**src/rtl/pbs_rng_move_unit.sv**
```systemverilog
// rtl/pbs_rng_move_unit.sv - LFSR random source, trainer move mux, move table and hit compare
module pbs_rng_move_unit #(
    parameter logic [15:0] SEED = 16'hACE1,
    parameter logic [15:0] TAPS = 16'hB400
) (
    input  logic       clk,
    input  logic       rst,
    input  logic       stop,
    input  logic       actr,
    input  logic [1:0] p_move,
    output logic [1:0] ai_move,
    output logic [4:0] accu_roll,
    output logic [1:0] sel_move,
    output logic [4:0] dmg,
    output logic [4:0] accu,
    output logic       hit
);

    logic [15:0] lfsr;

    // Galois form: shift right, fold the taps in when the bit shifted out is 1
    always_ff @(posedge clk) begin
        if (!rst) begin
            lfsr <= SEED;
        end else if (!stop) begin
            if (lfsr[0]) begin
                lfsr <= (lfsr >> 1) ^ TAPS;
            end else begin
                lfsr <= lfsr >> 1;
            end
        end
    end

    assign ai_move   = lfsr[1:0];
    assign accu_roll = {1'b0, lfsr[5:2]};

    // Mux ignores stop, so a frozen LFSR can hand the AI the same move twice
    always_ff @(posedge clk) begin
        if (!rst) begin
            sel_move <= 2'd0;
        end else begin
            sel_move <= actr ? ai_move : p_move;
        end
    end

    always_comb begin
        dmg  = 5'd3;
        accu = 5'd15;
        case (sel_move)
            2'd0: begin dmg = 5'd3;  accu = 5'd15; end
            2'd1: begin dmg = 5'd5;  accu = 5'd12; end
            2'd2: begin dmg = 5'd8;  accu = 5'd8;  end
            2'd3: begin dmg = 5'd12; accu = 5'd4;  end
            default: begin dmg = 5'd3; accu = 5'd15; end
        endcase
    end

    assign hit = (accu >= accu_roll);

endmodule

```
**config.mk**
```make
export PLATFORM = sky130hd
export DESIGN_NAME = pbs_rng_move_unit
export DESIGN_NICKNAME = d
export VERILOG_FILES = /design/src/rtl/pbs_rng_move_unit.sv
export SDC_FILE = /design/constraint.sdc
export NUM_CORES = 1
export LEC_CHECK = 0
export BUFFER_PORTS_ARGS = -buffer_cell sky130_fd_sc_hd__buf_4
export CAP_MARGIN = 5
export CORE_MARGIN = 5
export CORE_UTILIZATION = 30
export CTS_CLUSTER_SIZE = 16
export DETAILED_ROUTE_END_ITERATION = 8
export SYNTH_ARGS = -nofsm -noshare
export SYNTH_HDL_FRONTEND = slang
export SYNTH_SLANG_ARGS = --single-unit
```
**constraint.sdc**
```tcl
create_clock -name clk -period 1.3 [get_ports clk]
set_clock_uncertainty 0.15 [all_clocks]
set_input_delay 0.13 -clock clk [delete_from_list [all_inputs] [get_ports clk]]
set_output_delay 0.13 -clock clk [all_outputs]
set_load 0.02 [all_outputs]
```
# ---- After elaboration in Yosys (flattened, before gate mapping)
# Index checks and enable logic that the tools add are counted.
dict set report totals {
  reg_bits 18
  in_bits 6
  out_inout_bits 20
  word_cells 12
}
dict set report op_classes {
  order_cmp 1
  eq_ne 3
  mux 4
  n_bitwise 1
  n_reduce_logical 1
}
# op count
set op_table {}
lappend op_table {{$pmux W5 S4} 2}
lappend op_table {{$mux W16} 1}
lappend op_table {{$ge A5 B4 Y1} 1}
lappend op_table {{$eq A2 B2 Y1 const B} 2}
lappend op_table {{$not A3 Y4} 1}
lappend op_table {{$eq A2 B1 Y1 const B} 1}
lappend op_table {{$logic_not A2 Y1} 1}
lappend op_table {{$mux W2} 1}

# ---- Logic depth before layout (Yosys ltp)
dict set report logic_depth {
  word_depth 3
  mapped_depth 4
  depth_no_buf 4
}

# ---- Worst setup path after synthesis
# Ideal clock, no wire load.
dict set report synth_timing {
  path_kind {register -> output}
  startpoint {register sel_move[1]}
  endpoint {output port hit}
  arrival_ns 1.606
  t_required_ns 1.020
  path_slack_ns -0.586
  path_stages_with_launch 5
  path_buffers 0
  path_cell_list {dfxtp_1 nand2_1 ha_1 nand2_1 o21ai_0}
}
dict set report synth_via {
  elab_chain_len 3
  elab_cells_between_ends 6
  classes_between {order compare (1); eq/ne (3); mux (1); reduce/logical (1)}
}
# item line_no
set synth_rtl {}
lappend synth_rtl {{from (decl)} 13} ;# output logic [1:0] sel_move,
lappend synth_rtl {{from (signal assigned)} 42} ;# sel_move <= actr ? ai_move : p_move;
lappend synth_rtl {{$eq A2 B2 Y1 (tied with other cells)} 49} ;# case (sel_move)
lappend synth_rtl {{$pmux W5 S4 (*)} 49}
lappend synth_rtl {{net accu[3]} 15} ;# output logic [4:0] accu,
lappend synth_rtl {{$ge A5 B4 Y1 (*)} 58} ;# assign hit = (accu >= accu_roll);
lappend synth_rtl {{to (decl)} 16} ;# output logic hit
# The timed path passes the listed nets; every way through them passes the cells marked *. The select of a mux whose other input is x is not followed.

# ---- Final worst setup path
dict set report layout_timing {
  startpoint {register sel_move[0]}
  endpoint {output port hit}
}
dict set report layout_via {
  elab_chain_len 3
  elab_cells_between_ends 6
  classes_between {order compare (1); eq/ne (3); mux (1); reduce/logical (1)}
}
# item line_no
set layout_rtl {}
lappend layout_rtl {{$eq A2 B2 Y1 (tied with other cells)} 49}
lappend layout_rtl {{$pmux W5 S4 (*)} 49}
lappend layout_rtl {{$ge A5 B4 Y1 (*)} 58}
# Every way passes the cells marked *; elsewhere a longest branch is shown, timed or not. The select of a mux whose other input is x is not followed.

==> flow_summary.toml <==
[sta]
fin_crit_ns = 1.65
min_period_over_period = 1.27
fmax_ghz = 0.606
setup_violations = 6
fin_setup_tns_ns = -0.563
worst_slack_ns = -0.349
holdWs_ns = 0.109
hold_violations = 0
drv_slew = 0
grt_setup_unrepaired = "true"

[die]
rows = 19
die_x_um = 64.1
start_util = 0.316
core_area_um2 = 2780
floorplan.die_area_um2 = 4110
ios = 26
die_height_um = 64.1

[synthesis]
synth_top_family_by_area = "multiplexers"
synth_compound_area_frac = 0.0442
ys_warn_count = 0
synth_common_cells = "dfxtp_1, mux2i_1, buf_4"
synth_simple_gate_area_frac = 0.144
synthCells = 89
synth_most_common_cell = "dfxtp_1"
synth-seq-cells = 18
synth-adder-area-share = 0.0285
seq_area_frac_synth = 0.410
yosys-mux-area-fraction = 0.171
synth_area_leaders = "dfxtp_1, mux2i_1, buf_4, nor2b_1, nand2_1"
syn_area_um2 = 878
synth_edf_count = 0
yosysTopAreaCell = "dfxtp_1"
ys_async_sr_fraction = 0
synthXorXnorAreaFrac = 0.0299
synth_top_area_frac = 0.410
ys_types = 22
ys.flop_type = "dfxtp_1"
avgSynthCellArea_um2 = 9.87

[status]
violations = "negative setup slack"
status = "complete, but fails checks"

[grt]
grt_pass1_wl_um = 2670
grt_antenna_before_repair = 0
grt_use_total = 0.0835
grt_max_degree = 20
grt-ovfl-total = 0
grt_pass1_vias = 608

[pwr]
pwr-share-seq = 0.517
powerDensity_nw_per_um2 = 998
p_sw_mw = 0.337
pwr-share-comb = 0.249
clkPwrFrac = 0.234
intPower_mw = 0.853
peakVddDrop_v = 0.000760
power_mw = 1.19
switching_share = 0.283
p_leak_nw = 0.568

[clock_tree]
clock_latency_ns = 0.29
root_buffer = "clkbuf_4"
cts_buffer_depth = 2
clock_sinks = 18
cts_buffers = 3
cts_tree = "done"
path_clk_slew_ns = 0.10
htree_levels = 1

[finish]
drive_above_1_share = 0.394
fillers = 281
instances_no_fill = 140
design_area_um2 = 1190
diodes = 0
utilization = 0.429
finalNetCount = 118
area_growth_pct = 35.8

[setup_path]
arrival_ns = 1.37
endpoint_kind = "output pin"
cp-start-kind = "register"
critPathRequiredTime_ns = 1.02
crit_fanout = 3
path_class = "reg -> out"

[drt]
drt-wirelength-per-cell_um = 12.2
drt_iter0_drc = 11
vias_per_cell = 4.43
drc_errors = 0
vias = 620
ant_nets = 0
drt_wl_total_um = 1710
drtPass1Iterations = 4

[placement]
place_area_um2 = 1060
port_buffers = 22
gp_congestion = 0.700
placed_cells = 131
hpwlAfterDp_um = 1200
pre_cts_ws_ns = -0.0656

[flow_run]
drv_cap = 0

[hold_path]
hp-class = "in -> reg"
registers in the layout (all words and copies together) (netlist names):
signal,count
lfsr,16
sel_move,2
layout make-up:
type                    count  area, um2  area share
well taps                  31       38.8      0.0325
clock buffers               3       22.5      0.0189
clock inverters             1       3.75     0.00315
inverters                   3       11.3     0.00944
flip-flops and latches     18        369       0.310
repair buffers             32        292       0.244
multi-input cells          52        455       0.382
power groups by stage:
| stage | clock (mW) | sequential [mW] | combinational, mW |
|---|---|---|---|
| final | 0.278 | 0.615 | 0.297 |
| after detailed placement | 0 | 0.628 | 0.263 |
| after floorplan | 0 | 0.626 | 0.210 |
| after global placement | 0 | 0.625 | 0.256 |
| after CTS | 0.294 | 0.617 | 0.288 |
| after global routing | 0.324 | 0.622 | 0.320 |
cells by family after synthesis:
family                     count (synthesis)
adders and majority gates                  2
and+or+nand+nor                           23
buffers and inverters                     21
DFF                                       18
muxes                                     15
AOI/OAI and AO/OA                          6
other                                      1
xor gates and xnor gates                   3
placed cells by master (no fill, tap or decap), types with 2 or more instances in the layout:
cell / synthesis / layout
a21oi_1: 3 / 2
and3b_1: 2 / 2
buf_4: 11 / 17
buf_6: 1 / 11
clkbuf_4: 0 / 3
conb_1: 1 / 3
dfxtp_1: 18 / 15
dfxtp_4: 0 / 2
dlygate4sd3_1: 0 / 4
ha_4: 0 / 2
inv_1: 3 / 2
mux2i_1: 15 / 15
nand2_1: 8 / 6
nand2_4: 0 / 2
nor2b_1: 10 / 10
xnor2_1: 2 / 2
metal layers:
metal  part of all wire  up-vias  track usage  wire length [um]
li1                   -      313            -                 -
met1               0.38      285       0.0904               658
met2               0.53       20        0.141               905
met3              0.080        2       0.0403               136
met4             0.0053        0       0.0305                 9
met5                  0        -            0                 0
worst paths after layout:
path                     from       end  slack (ns)  cells past startpoint
setup / recovery  sel_move[0]       hit       -0.35                      5
hold / removal           stop   lfsr[0]        0.11                      3
setup reg to reg      lfsr[0]  lfsr[12]        0.30                      2
hold reg to reg       lfsr[7]   lfsr[6]        0.33                      2
worst max-delay path, stage by stage (launching register included):
cell and delay (ns):
dfxtp_4 0.37, nand2b_4 0.15, ha_4 0.27, nand2_4 0.04, o21ai_4 0.12, buf_6 0.13
repair_timing:
| item | CTS | global route |
|---|---|---|
| buffers inserted | 0 | 1 |
| resized for setup | 9 | 7 |
| hold endpoints to repair | 8 | 0 |
| pin swaps | 3 | 2 |
| hold buffers | 4 | 0 |
| setup endpoints to repair | 6 | 6 |
(Power assumes the default switching activity.)
